`src/rtl/triple_shift_pkg.sv`:
```
// rtl/triple_shift_pkg.sv - shared op and state types for the triplet packer
package triple_shift_pkg;

  typedef enum logic [1:0] {
    OP_SHIFT = 2'b00,
    OP_SWAP  = 2'b01,
    OP_ROT   = 2'b10,
    OP_CLEAR = 2'b11
  } op_e;

  typedef enum logic {
    FILL = 1'b0,
    FULL = 1'b1
  } state_e;

endpackage

```
`src/rtl/triple_shift_regs.sv`:
```
// rtl/triple_shift_regs.sv - a/b/c chain datapath with in-place swap and rotate
module triple_shift_regs
  import triple_shift_pkg::*;
#(
  parameter int WIDTH = 8
) (
  input  logic             clk,
  input  logic             i_clr,
  input  logic             i_ld_en,
  input  op_e              i_op,
  input  logic [WIDTH-1:0] i_data,
  output logic [WIDTH-1:0] o_a,
  output logic [WIDTH-1:0] o_b,
  output logic [WIDTH-1:0] o_c
);

  logic [WIDTH-1:0] r_a;
  logic [WIDTH-1:0] r_b;
  logic [WIDTH-1:0] r_c;

  // All three registers update together from pre-edge values; clear wins over any op
  always_ff @(posedge clk) begin
    if (i_clr) begin
      r_a <= '0;
      r_b <= '0;
      r_c <= '0;
    end else if (i_ld_en) begin
      unique case (i_op)
        OP_SHIFT: begin
          r_a <= i_data;
          r_b <= r_a;
          r_c <= r_b;
        end
        OP_SWAP: begin
          r_a <= r_b;
          r_b <= r_a;
        end
        OP_ROT: begin
          r_a <= r_c;
          r_b <= r_a;
          r_c <= r_b;
        end
        default: begin
          r_a <= '0;
          r_b <= '0;
          r_c <= '0;
        end
      endcase
    end
  end

  assign o_a = r_a;
  assign o_b = r_b;
  assign o_c = r_c;

endmodule

```
`src/rtl/triple_shift_pipe.sv`:
```
// rtl/triple_shift_pipe.sv - stream-to-triplet packer with fill/full handshake control
module triple_shift_pipe
  import triple_shift_pkg::*;
#(
  parameter int WIDTH = 8
) (
  input  logic             clk,
  input  logic             rst_n,
  input  logic             in_valid,
  output logic             in_ready,
  input  logic [1:0]       in_op,
  input  logic [WIDTH-1:0] in_data,
  output logic             out_valid,
  input  logic             out_ready,
  output logic [WIDTH-1:0] out_a,
  output logic [WIDTH-1:0] out_b,
  output logic [WIDTH-1:0] out_c,
  output logic [1:0]       count
);

  state_e     r_state;
  logic [1:0] r_count;
  op_e        w_op;
  logic       w_accept;
  logic       w_clr;

  assign w_op     = op_e'(in_op);
  // in_ready depends on rst_n so no beat is taken while reset is held
  assign in_ready = rst_n & (r_state == FILL);
  assign out_valid = (r_state == FULL);
  assign w_accept = in_valid & in_ready;
  assign w_clr    = ~rst_n | (w_accept & (w_op == OP_CLEAR));

  triple_shift_regs #(
    .WIDTH (WIDTH)
  ) u_regs (
    .clk     (clk),
    .i_clr   (w_clr),
    .i_ld_en (w_accept),
    .i_op    (w_op),
    .i_data  (in_data),
    .o_a     (out_a),
    .o_b     (out_b),
    .o_c     (out_c)
  );

  // Fill/full control: count loaded words, hand the triplet off, then restart filling
  always_ff @(posedge clk) begin
    if (!rst_n) begin
      r_state <= FILL;
      r_count <= 2'd0;
    end else begin
      unique case (r_state)
        FILL: begin
          if (w_accept) begin
            if (w_op == OP_SHIFT) begin
              r_count <= r_count + 2'd1;
              if (r_count == 2'd2) begin
                r_state <= FULL;
              end
            end else if (w_op == OP_CLEAR) begin
              r_count <= 2'd0;
            end
          end
        end
        FULL: begin
          if (out_ready) begin
            r_count <= 2'd0;
            r_state <= FILL;
          end
        end
        default: begin
          r_state <= FILL;
          r_count <= 2'd0;
        end
      endcase
    end
  end

  assign count = r_count;

endmodule

```
`config.mk`:
```
export PLATFORM = sky130hd
export DESIGN_NAME = triple_shift_pipe
export DESIGN_NICKNAME = d
export VERILOG_FILES = /design/src/rtl/triple_shift_pkg.sv /design/src/rtl/triple_shift_regs.sv /design/src/rtl/triple_shift_pipe.sv
export SDC_FILE = /design/constraint.sdc
export NUM_CORES = 1
export LEC_CHECK = 0
export CELL_PAD_IN_SITES_DETAIL_PLACEMENT = 0
export CELL_PAD_IN_SITES_GLOBAL_PLACEMENT = 2
export CORE_AREA = 2 2 72 74
export CTS_CLUSTER_DIAMETER = 40
export CTS_CLUSTER_SIZE = 14
export DETAILED_ROUTE_END_ITERATION = 8
export DIE_AREA = 0 0 74 76
export PLACE_DENSITY_LB_ADDON = 0.1
export SYNTH_ARGS = -nofsm -noshare
export SYNTH_HDL_FRONTEND = slang
export SYNTH_HIERARCHICAL = 1
export SYNTH_SLANG_ARGS = --single-unit
export TNS_END_PERCENT = 1
```
`constraint.sdc`:
```
create_clock -name clk -period 4.15 [get_ports clk]
set_clock_uncertainty 0.2 [all_clocks]
set_input_delay 0.83 -clock clk [delete_from_list [all_inputs] [get_ports clk]]
set_output_delay 0.83 -clock clk [all_outputs]
set_load 0.05 [all_outputs]
```
==> results.md, run 1 <==
- Routed WL per cell: 14.1 um
- Worst EP arrival: 2.35 ns
- Maximum vdd drop: 0.000152 V
- Die Span X: 74 um
- Die Height: 76 um
- Most common cell after layout, fill and taps aside: clkdlybuf4s50_1
- Worst-Skew Late Latency: 0.27 ns
- Yosys reg bits: 27
- Via count: 1,183
- Clock slew at reported path FFs: 0.10 ns
- TritonRoute pass-1 iters: 4
- Share of cells above drive strength 1: 4.28%
- Synth cell types: 25
- Fin. Hold Viols: 0
- WP data required: 3.12 ns
- Hold Path Class: flop to flop
- R2R Path Start: out_valid$_SDFF_PN0_
- Slew Viols, Final: 0
- Worst Path Class, Setup: input pin to primary output
- Seq. cell area: 541 sq um
- Worst setup path start: rst_n
- Vias in the first global route: 1,131
- CTS Sinks: 27
- Avg Cell Area, Syn: 8.42 sq um
- Post-Syn Instances: 150
- H-tree depth: 1
- Initial Util: 25.7%
- Die Footprint: 0.00562 sq mm
- Post-synthesis sequential area ratio: 42.8%
- Lkg Pwr: 0.579 nW
- Worst-margin pin slew: 0.912 ns
- Post-route ant nets: 0
- Most frequent cells in the layout: clkdlybuf4s50_1, dfxtp_1, nand2_1, a21oi_1
- Final setup margin: 0.766 ns
- GPL Wtd Cong: 0.698
- GRT Util Overall: 13.6%
- Hold Path Depth: 2
- Synth area leader: dfxtp_1
- Number of CTS-inserted buffers: 3
- Fillcell total: 511
- # DRC: 0
- Status: completed
- Grt ovf: 0
- Hold path startpoint: u_regs/o_c[7]$_SDFFE_PP0P_
- Setup WS pre-CTS: 0.768 ns
- Post-CTS Hold Buffers: 0
- Sum Neg Setup Slack: 0 ns
- Post-Route WL: 3630 um
- P&R area growth vs syn: 39.7%
- Normalized max-slew margin: 39.1%
- Ant. Diodes: 0
- Worst setup EP type: primary output
- Final Power: 0.520 mW
- Fin crit period: 3.38 ns
- Fmax: 0.296 GHz
- Syn_nets: 165
- CTS tree: done
- Maximum clock insertion buffer count: 2
- Std-Cell Rows: 26
- Final period utilization: 81.5%
- Largest net degree at the start of global routing: 25
- Clock Tree Root: clkbuf_8
- Initial antenna violation count: 0
- Core area: 0.00491 sq mm
- Share of the synthesized area in the top cell type: 42.8%
- Setup violations, final: 0
- Power per standard cell area: 295 mW/mm^2
- Area of the multi-input gates: 654 sq um
- Maxcap violations: 0
- YS warnings: 6
- Final #Nets: 203
- Unrepaired setup endpoints after global routing: no
- Buffers on Ports: 41
- Synth Cell Area: 0.00126 sq mm
- Vias/cell: 4.60
- I/O pins: 42
- Setup repair bufs after CTS: 0
- Worst Setup Start Kind: input pin
- Cts repair resizes: 0
- Top post-synthesis cells by area: dfxtp_1, nand2_1, a21oi_1, mux2i_1, a311oi_1
- Worst-path maximum fanout: 5
- First-pass GRT wire length: 5980 um
- Starting DRT DRC Count: 54
- R2r worst-path depth: 5
- Hpwl dp: 2430 um
-- metrics by stage --
stage | area [sq um] | hold slack [ns] | std cells | util (%)
3_5_place_dp | 1720 | 0.283 | 253 | 35.0
6_report | 1760 | 0.297 | 257 | 35.9
3_3_place_gp | 1720 | 0.275 | 253 | 35.0
5_1_grt | 1760 | 0.323 | 257 | 35.9
4_1_cts | 1760 | 0.295 | 257 | 35.9
2_1_floorplan | 1260 | 0.488 | 150 | -
-- final cells by class --
cell class | count | share of cell area (%)
Tap cell | 70 | 4.96
Multi-Input combinational cell | 110 | 37.1
Clock buffer | 4 | 2.55
Timing Repair Buffer | 43 | 24.1
Sequential cell | 27 | 30.6
Inverter | 3 | 0.638
-- worst paths after layout --
check | slack, ns | to
max | 0.77 | in_ready
min | 0.30 | u_regs/o_c[7]$_SDFFE_PP0P_
max reg2reg | 2.11 | u_regs/o_c[0]$_SDFFE_PP0P_
min reg2reg | 0.30 | u_regs/o_c[7]$_SDFFE_PP0P_
-- cells in the mapped netlist --
cell type and n:
nand4b_1 2, mux2i_1 8, nor4b_1 1, nand3_1 9, or4_1 1, nand2_1 26
dfxtp_1 27, buf_6 2, a21boi_2 1, and2b_1 1, a311oi_1 8, o211ai_1 2
nand3b_4 1, ha_1 1, nor2b_1 4, a32oi_1 1, buf_2 3, o21ai_0 8
clkbuf_1 5, nor2b_4 1, or2_1 8, a21oi_1 17, inv_1 3, o21ai_1 1
nor2_1 9
-- per-layer routing --
layer  global-route usage [%]  wire length (um)  vias up
met5                        0                 0        -
met4                     2.73                23        0
met3                     3.04               126        2
met2                     22.2              1710       25
met1                     18.3              1770      556
li1                         -                 -      600
-- power breakdown --
part           leakage [nW]  internal, mW  switching (mW)
logic                 0.337        0.0367          0.0611
clock network        0.0228        0.0687          0.0818
registers             0.219         0.266         0.00575
total                 0.579         0.371           0.149
-- state kept, by name (all words and copies together) (netlist names) --
name and cells:
count 2, u_regs/o_a 8, out_valid 1, u_regs/o_c 8, u_regs/o_b 8
-- critical path: stages --
cell	delay, ns
clkdlybuf4s50_1	0.57
and2b_1	0.16
clkdlybuf4s50_1	0.79
-- kinds of logic (layout without fill, tap and decap cells) --
family	after synthesis	in the layout	synth area share [%]
simple gates	63	63	25.9
compound gates	38	38	18.6
flops	27	27	42.8
buf+inv	13	50	5.35
mux	8	8	6.34
fa+ha+maj	1	1	0.991
No activity file was read; power rests on OpenSTA's default activity.
==> inputs of run 2 (changes only) <==
--- a/config.mk
+++ b/config.mk
@@ -7,11 +7,11 @@
 export LEC_CHECK = 0
 export CELL_PAD_IN_SITES_DETAIL_PLACEMENT = 0
 export CELL_PAD_IN_SITES_GLOBAL_PLACEMENT = 2
-export CORE_AREA = 2 2 72 74
+export CORE_AREA = 2 2 78 80
 export CTS_CLUSTER_DIAMETER = 40
 export CTS_CLUSTER_SIZE = 14
 export DETAILED_ROUTE_END_ITERATION = 8
-export DIE_AREA = 0 0 74 76
+export DIE_AREA = 0 0 80 82
 export PLACE_DENSITY_LB_ADDON = 0.1
 export SYNTH_ARGS = -nofsm -noshare
 export SYNTH_HDL_FRONTEND = slang
==> constraint.sdc (replaced) <==
create_clock -name clk -period 2.9 [get_ports clk]
set_clock_uncertainty 0.2 [all_clocks]
set_input_delay 0.58 -clock clk [delete_from_list [all_inputs] [get_ports clk]]
set_output_delay 0.58 -clock clk [all_outputs]
set_load 0.05 [all_outputs]
==> run 2 against run 1 <==
- final cell count up 3.5%
- register-to-register slack worse by 1.1 ns
- sequential share of layout area down 0.78 points
- critical path type is now flop to primary output
==> results.md, run 2 (same netlist as run 1, synthesis figures left out) <==
- First-pass GRT wire length: 5930 um
- Maximum vdd drop: 0.000242 V
- Worst Path Class, Setup: flop to primary output
- Die Footprint: 0.00656 sq mm
- Status: completed
- GPL Wtd Cong: 0.710
- Final Power: 0.753 mW
- Final Util: 31.5%
- Slew Viols, Final: 0
- Placed insts: 262
- Sum Neg Setup Slack: 0 ns
- Fin. Hold Viols: 0
- P&R area growth vs syn: 43.4%
- Kind of cell adding the most delay to the critical path: buffers and inverters
- Unrepaired setup endpoints after global routing: no
- Initial antenna violation count: 0
- Most frequent cells in the layout: clkdlybuf4s50_1, dfxtp_1, nand2_1, a21oi_1
- Worst setup EP type: primary output
- Final std cells w/o fill: 266
- Post-CTS Hold Buffers: 0
- Cts repair resizes: 0
- Worst-path maximum fanout: 7
- Maxcap violations: 0
- Core area: 0.00575 sq mm
- WP data required: 2.12 ns
- CTS Sinks: 27
- Std-Cell Rows: 28
- Grt ovf: 0
- Vias in the first global route: 1,170
- R2R Path Start: out_valid$_SDFF_PN0_
- R2r worst-path depth: 5
- Via count: 1,215
- Initial Util: 22.0%
- Clock slew at reported path FFs: 0.09 ns
- Maximum clock insertion buffer count: 2
- Post-route ant nets: 0
- Starting DRT DRC Count: 53
- Vias/cell: 4.57
- Worst EP arrival: 1.57 ns
- Fin crit period: 2.35 ns
- Hold Path Depth: 2
- Finished Cell Area: 0.00181 sq mm
- Worst-margin pin slew: 0.645 ns
- Hold path startpoint: u_regs/o_c[4]$_SDFFE_PP0P_
- Critical path's slowest cell: clkdlybuf4s50_1
- Worst reg-to-reg setup slack: 1.02 ns
- Most common cell after layout, fill and taps aside: clkdlybuf4s50_1
- Lkg Pwr: 0.604 nW
- Hold WS: 0.299 ns
- Fmax: 0.426 GHz
- Hpwl dp: 2720 um
- Final period utilization: 80.9%
- Setup violations, final: 0
- Crit path cell chain: clkdlybuf4s50_1
- I/O pins: 42
- Power per standard cell area: 416 mW/mm^2
- Clock Tree Root: clkbuf_8
- Share of cells above drive strength 1: 6.81%
- Setup repair bufs after CTS: 0
- Post-Route WL: 3770 um
- Routed WL per cell: 14.2 um
- Ant. Diodes: 0
- Reg2reg end: u_regs/o_c[3]$_SDFFE_PP0P_
- GRT Util Overall: 11.7%
- # DRC: 0
- Hold EP: u_regs/o_c[4]$_SDFFE_PP0P_
- Die Span X: 80 um
- Number of CTS-inserted buffers: 3
- CP peak stage delay: 0.85 ns
- Worst-Skew Late Latency: 0.27 ns
- Buffers on Ports: 41
- H-tree depth: 1
- Final setup margin: 0.555 ns
- Hold Path Class: flop to flop
- Placed inst area: 0.00177 sq mm
- Largest net degree at the start of global routing: 25
- TritonRoute pass-1 iters: 4
- Final #Nets: 207
- Worst Setup Start Kind: flop
- Normalized max-slew margin: 56.9%
- Die Height: 82 um
- Setup WS pre-CTS: 0.329 ns
- CP Buf/Inv Count: 1
- CTS tree: done
==> run 2: how the worst max path moves through the flow <==
stage	start	end	slack (ns)	depth (start not counted)
after detailed placement	in_op[1]	u_regs/o_a[4]$_SDFFE_PP0P_	0.33	5
after global placement	in_op[1]	u_regs/o_a[4]$_SDFFE_PP0P_	0.35	5
after floorplan	out_valid$_SDFF_PN0_	u_regs/o_c[5]$_SDFFE_PP0P_	0.98	7
final	out_valid$_SDFF_PN0_	out_valid	0.55	1
after CTS	out_valid$_SDFF_PN0_	out_valid	0.54	1
after global routing	out_valid$_SDFF_PN0_	out_valid	0.49	1
==> run 2: per-layer routing <==
metal | wire, um | GRT usage [%] | vias up | share of wire [%]
li1 | - | - | 608 | -
met1 | 1770 | 14.5 | 579 | 47
met2 | 1830 | 20.8 | 26 | 49
met3 | 139 | 2.97 | 2 | 3.7
met4 | 21 | 2.20 | 0 | 0.56
met5 | 0 | 0 | - | 0
==> run 2: cell type report <==
cell class,count,area [sq um]
clock buffers,4,45.0
fillers,622,3940
inverters,3,11.3
multi-input cells,110,654
flip-flops and latches,27,541
well taps,75,93.8
repair buffers,47,465
==> run 2: tightest hold or removal path, delay by kind of cell, from the launching register on <==
family / cells / cell delay [ns]
flip-flops: 1 / 0.33
AO/OA/AOI/OAI: 2 / 0.13
==> run 2: where the power goes <==
part | switching, mW | leakage [nW] | internal (mW)
combinational | 0.0885 | 0.363 | 0.0574
clock | 0.120 | 0.0228 | 0.0985
sequential | 0.00820 | 0.219 | 0.380
